<file path="config.mk">
export PLATFORM = sky130hd
export DESIGN_NAME = iterative_shift_reg
export DESIGN_NICKNAME = d
export VERILOG_FILES = /design/src/rtl/iterative_shift_reg.sv
export SDC_FILE = /design/constraint.sdc
export NUM_CORES = 1
export LEC_CHECK = 0
export CAP_MARGIN = 0
export CORE_ASPECT_RATIO = 0.7
export CORE_MARGIN = 2
export CORE_UTILIZATION = 43
export DETAILED_ROUTE_END_ITERATION = 7
export PLACE_DENSITY_LB_ADDON = 0.12
export SLEW_MARGIN = 20
export SYNTH_ARGS = -nofsm -noshare
export SYNTH_HDL_FRONTEND = slang
export SYNTH_SLANG_ARGS = --single-unit
</file>
<file path="constraint.sdc">
create_clock -name clk -period 1.3 [get_ports clk]
set_input_delay 0.13 -clock clk [delete_from_list [all_inputs] [get_ports clk]]
set_output_delay 0.13 -clock clk [all_outputs]
set_load 0.02 [all_outputs]
</file>
<file path="src/rtl/iterative_shift_reg.sv">
// rtl/iterative_shift_reg.sv - multi-cycle one-bit-per-cycle shifter with start/busy/done handshake
module iterative_shift_reg #(
    parameter int WIDTH   = 32,
    parameter int SHAMT_W = 5
) (
    input  logic               clk,
    input  logic               reset_n,
    input  logic               start,
    input  logic [1:0]         op,
    input  logic [WIDTH-1:0]   data_in,
    input  logic [SHAMT_W-1:0] shamt,
    output logic [WIDTH-1:0]   data_out,
    output logic               busy,
    output logic               done
);

    typedef enum logic [1:0] {
        S_IDLE  = 2'b00,
        S_SHIFT = 2'b01,
        S_DONE  = 2'b10
    } state_t;

    localparam logic [1:0] OP_SLL = 2'b00;
    localparam logic [1:0] OP_SRL = 2'b01;
    localparam logic [1:0] OP_SRA = 2'b10;
    localparam logic [1:0] OP_ROR = 2'b11;

    localparam logic [SHAMT_W-1:0] CNT_ZERO = '0;
    localparam logic [SHAMT_W-1:0] CNT_ONE  = SHAMT_W'(1);

    state_t             state_q;
    logic [WIDTH-1:0]   data_q;
    logic [WIDTH-1:0]   step_d;
    logic [SHAMT_W-1:0] count_q;
    logic [1:0]         op_q;
    logic               busy_q;
    logic               done_q;

    assign data_out = data_q;
    assign busy     = busy_q;
    assign done     = done_q;

    // One-bit step of the latched operation applied to the current contents
    always_comb begin
        step_d = data_q;
        case (op_q)
            OP_SLL:  step_d = {data_q[WIDTH-2:0], 1'b0};
            OP_SRL:  step_d = {1'b0, data_q[WIDTH-1:1]};
            OP_SRA:  step_d = {data_q[WIDTH-1], data_q[WIDTH-1:1]};
            OP_ROR:  step_d = {data_q[0], data_q[WIDTH-1:1]};
            default: step_d = data_q;
        endcase
    end

    // Control FSM; busy/done are registered alongside the state so they track it exactly
    always_ff @(posedge clk) begin
        if (!reset_n) begin
            state_q <= S_IDLE;
            data_q  <= '0;
            count_q <= '0;
            op_q    <= OP_SLL;
            busy_q  <= 1'b0;
            done_q  <= 1'b0;
        end else begin
            case (state_q)
                S_IDLE: begin
                    busy_q <= 1'b0;
                    done_q <= 1'b0;
                    if (start) begin
                        data_q  <= data_in;
                        count_q <= shamt;
                        op_q    <= op;
                        if (shamt != CNT_ZERO) begin
                            state_q <= S_SHIFT;
                            busy_q  <= 1'b1;
                        end else begin
                            state_q <= S_DONE;
                            done_q  <= 1'b1;
                        end
                    end
                end
                S_SHIFT: begin
                    data_q  <= step_d;
                    count_q <= count_q - CNT_ONE;
                    // Last step: leave SHIFT so count stops at zero rather than wrapping
                    if (count_q == CNT_ONE) begin
                        state_q <= S_DONE;
                        busy_q  <= 1'b0;
                        done_q  <= 1'b1;
                    end
                end
                S_DONE: begin
                    // Any start seen here is dropped; a new request must arrive in IDLE
                    state_q <= S_IDLE;
                    busy_q  <= 1'b0;
                    done_q  <= 1'b0;
                end
                default: begin
                    state_q <= S_IDLE;
                    busy_q  <= 1'b0;
                    done_q  <= 1'b0;
                end
            endcase
        end
    end

endmodule

</file>
==> flow_results.xml <==
<?xml version="1.0" encoding="UTF-8"?>
<metrics>
  <group name="power_and_ir_drop">
    <metric name="cellLeakagePower" unit="nW">1.481</metric>
    <metric name="share_of_power_burned_in_the_clock_network" unit="">0.286</metric>
    <metric name="p_seq_frac" unit="">0.380</metric>
    <metric name="swShare" unit="">0.3171</metric>
    <metric name="design_power" unit="mW">4.381</metric>
    <metric name="ir_drop" unit="mV">0.6156</metric>
    <metric name="power.share.combinational" unit="">0.334</metric>
    <metric name="pwr_density_cell" unit="mW/mm^2">1187</metric>
    <metric name="internal_power" unit="mW">2.992</metric>
    <metric name="p_sw" unit="mW">1.390</metric>
  </group>
  <group name="worst_hold_path">
    <metric name="hold_path.class" unit="">primary input to flip-flop</metric>
  </group>
  <group name="die">
    <metric name="die_width" unit="microns">95.77</metric>
    <metric name="fp.coreArea" unit="sq mm">0.005698</metric>
    <metric name="initial_utilization" unit="">0.4449</metric>
    <metric name="floorplan.die_area" unit="sq mm">0.006535</metric>
    <metric name="rows" unit="">23</metric>
    <metric name="boundaryPins" unit="">76</metric>
    <metric name="fp.dieH" unit="microns">68.24</metric>
  </group>
  <group name="synthesis">
    <metric name="postSynthNetCount" unit="">361</metric>
    <metric name="post-synth-top-area-cell" unit="">sky130_fd_sc_hd__dfxtp_1</metric>
    <metric name="synth_edf_count" unit="">0</metric>
    <metric name="yosys.cell_types.count" unit="">37</metric>
    <metric name="postSynthRegisterBits" unit="">43</metric>
    <metric name="postSynthAreaPerCell" unit="sq um">7.997</metric>
    <metric name="yosysWarnings" unit="">0</metric>
    <metric name="synth_seq_area_share" unit="">0.3396</metric>
    <metric name="yosys-top-cells-area" unit="">sky130_fd_sc_hd__dfxtp_1 34%, sky130_fd_sc_hd__o21ai_0 12%, sky130_fd_sc_hd__nor3b_1 8.9%</metric>
    <metric name="synthesis.area" unit="sq mm">0.002535</metric>
    <metric name="dominantRegCellSynth" unit="">sky130_fd_sc_hd__dfxtp_1</metric>
    <metric name="synth_cells" unit="">317</metric>
    <metric name="synth_top_area_frac" unit="">0.3396</metric>
    <metric name="async_set_or_reset_flop_fraction_in_the_synthesized_netlist" unit="">0</metric>
  </group>
  <group name="route">
    <metric name="drtPass1Iterations" unit="">4</metric>
    <metric name="detail_route.drc_violations" unit="">0</metric>
    <metric name="via_count" unit="">2613</metric>
    <metric name="vias_per_cell" unit="">5.536</metric>
    <metric name="first_iter_violations" unit="">98</metric>
    <metric name="wl" unit="mm">6.908</metric>
    <metric name="ant_nets" unit="">0</metric>
    <metric name="routed_wire_length_per_instance" unit="microns">14.64</metric>
  </group>
  <group name="clock_tree">
    <metric name="clock-sinks" unit="">43</metric>
    <metric name="clkSlewWorstSetupHoldPaths" unit="ps">90</metric>
    <metric name="cts_inserted_buffers" unit="">5</metric>
    <metric name="cts-hold-fix-buffers" unit="">0</metric>
    <metric name="cts_tree" unit="">built</metric>
    <metric name="clkLatencyLatePin" unit="ps">290</metric>
    <metric name="cts_root_buffer" unit="">sky130_fd_sc_hd__clkbuf_8</metric>
    <metric name="cts.path.max_buffers" unit="">2</metric>
    <metric name="htree_levels" unit="">2</metric>
  </group>
  <group name="final_layout">
    <metric name="synthToLayoutAreaGrowth" unit="%">45.66</metric>
    <metric name="antenna_cells" unit="">0</metric>
    <metric name="stdcell_area" unit="sq mm">0.003692</metric>
    <metric name="final_cells" unit="">472</metric>
    <metric name="final_layout_net_count" unit="">440</metric>
    <metric name="post_route_cells_drive_above_1_share" unit="">0.1360</metric>
  </group>
  <group name="setup_path">
    <metric name="timing.critical_path.max_delay_family" unit="">simple AND/OR/NAND/NOR gates</metric>
    <metric name="worst_setup_path_start_kind" unit="">flip-flop</metric>
    <metric name="worst-endpoint-arrival" unit="ps">1500</metric>
    <metric name="timing.critical_path.slowest_cell_delay" unit="ps">380</metric>
    <metric name="worstPathCellList" unit="">or3_4 &gt; or3_1 &gt; a31oi_1</metric>
    <metric name="cpMaxStageDelayCell" unit="">sky130_fd_sc_hd__or3_4</metric>
    <metric name="worst-path-max-fanout" unit="">4</metric>
    <metric name="critical_path.endpoint_type" unit="">flip-flop</metric>
    <metric name="path_buf_inv" unit="">0</metric>
    <metric name="timing.critical_path.required" unit="ps">1530</metric>
    <metric name="crit_path_category" unit="">flip-flop to flip-flop</metric>
  </group>
  <group name="sta">
    <metric name="timing.clock.skew" unit="ps">6.093</metric>
    <metric name="relSlewSlack" unit="">0.7960</metric>
    <metric name="minimum_hold_slack" unit="ps">270.0</metric>
    <metric name="fmax" unit="MHz">789.2</metric>
    <metric name="period_share" unit="">0.9747</metric>
    <metric name="setup_viol" unit="">0</metric>
    <metric name="final-hold-violation-count" unit="">0</metric>
    <metric name="layout_min_cycle_time" unit="ps">1267</metric>
    <metric name="report.final.slew_viol_count" unit="">0</metric>
    <metric name="worst-slew-pin-transition" unit="ps">303.6</metric>
  </group>
  <group name="placement">
    <metric name="place.detailed.instances" unit="">463</metric>
    <metric name="globalplace.congestion" unit="">0.8841</metric>
    <metric name="placement.cell_area" unit="sq mm">0.003555</metric>
    <metric name="io_buffer_count" unit="">75</metric>
    <metric name="detailed_place_hpwl" unit="mm">4.729</metric>
  </group>
  <group name="global_routing">
    <metric name="grt_util_all_layers" unit="">0.2165</metric>
    <metric name="grt_pass1_wl" unit="mm">11.16</metric>
    <metric name="antenna_found_initial" unit="">0</metric>
    <metric name="via_count_of_the_first_global_routing_pass" unit="">2305</metric>
    <metric name="maximum_number_of_pins_on_one_net_before_global_route_repair" unit="">41</metric>
    <metric name="grt_remaining_overflow" unit="">0</metric>
  </group>
  <group name="outcome">
    <metric name="status" unit="">finished, final reports clean</metric>
  </group>
  <group name="job">
    <metric name="cap_violations" unit="">0</metric>
  </group>
</metrics>
==> worst reg2reg max path, stage by stage (launching register included) <==
cell	delay, ps
sky130_fd_sc_hd__dfxtp_2	350
sky130_fd_sc_hd__or3_4	380
sky130_fd_sc_hd__or3_1	320
sky130_fd_sc_hd__a31oi_1	160
==> synth_stat cells, drive strengths merged, types with 2 or more instances <==
| cell | instances |
|---|---|
| o211ai | 4 |
| nor3 | 2 |
| o21a | 30 |
| o21ai | 63 |
| buf | 7 |
| dfxtp | 43 |
| a211oi | 4 |
| and3b | 2 |
| a21oi | 6 |
| nand2 | 8 |
| inv | 3 |
| nor3b | 30 |
| nand2b | 32 |
| nand3b | 3 |
| ha | 2 |
| or3 | 2 |
| clkbuf | 27 |
| a31oi | 31 |
==> power groups by stage <==
stage	clock (mW)	sequential (mW)	combinational, mW
finish	1.25	1.67	1.46
global route	1.32	1.69	1.60
CTS	1.28	1.66	1.43
detailed placement	0	1.69	1.52
global placement	0	1.69	1.51
floorplan	0	1.80	0.678
==> layer usage <==
metal	vias to the layer above	part of all wire	GRT usage
met5	-	0	0
met4	0	0.0039	0.04286
met3	2	0.050	0.04295
met2	71	0.43	0.3322
met1	1210	0.51	0.3159
li1	1330	-	-
==> stage by stage <==
step | util | TNS (ps) | setup WS (ps)
finish | 0.6480 | 0 | 32.91
global route | 0.6480 | -28.40 | -17.78
CTS | 0.6399 | 0 | 0.3373
detailed placement | 0.6238 | -6370 | -378.8
global placement | 0.6238 | -6007 | -355.9
floorplan | - | 0 | 47.15
==> final cells by class <==
cell class | instances | area, sq um
fillers | 501 | 2006
multi-input cells | 237 | 1563
repair buffers | 106 | 1018
flip-flops and latches | 43 | 869.6
well taps | 75 | 93.84
clock buffers | 5 | 68.82
clock inverters | 3 | 67.56
inverters | 3 | 11.26
==> layout by cell type (no fill, tap or decap), types with 8 or more instances in the layout <==
cell type,instances
sky130_fd_sc_hd__a31oi_1,31
sky130_fd_sc_hd__buf_4,24
sky130_fd_sc_hd__clkdlybuf4s50_1,37
sky130_fd_sc_hd__dfxtp_1,38
sky130_fd_sc_hd__dlygate4sd2_1,37
sky130_fd_sc_hd__nand2_1,8
sky130_fd_sc_hd__nand2b_1,31
sky130_fd_sc_hd__nor3b_1,29
sky130_fd_sc_hd__o21a_1,30
sky130_fd_sc_hd__o21ai_0,62
==> worst paths after layout <==
kind / from / end / cells after the start / slack (ps)
setup / recovery: count_q[0] / count_q[3] / 3 / 30
hold / removal: shamt[3] / count_q[3] / 3 / 270
setup reg to reg: count_q[0] / count_q[3] / 3 / 30
hold reg to reg: busy / busy / 2 / 470
==> state kept, by name, summed over array words and instances, names as in the netlist <==
register  cells
state_q       2
op_q          2
data_out     32
done          1
busy          1
count_q       5
==> cell families after synthesis <==
logic type	synth area share
adders and majority gates	0.009870
buffers and inverters	0.05676
AOI/OAI and AO/OA	0.3593
DFF	0.3396
and+or+nand+nor	0.2345
==> repair_timing <==
item | CTS | global route
buffers inserted | 0 | 1
resized for setup | 38 | 12
pin swaps | 3 | 5
setup endpoints to repair | 45 | 35
No activity file was read; power rests on OpenSTA's default activity.
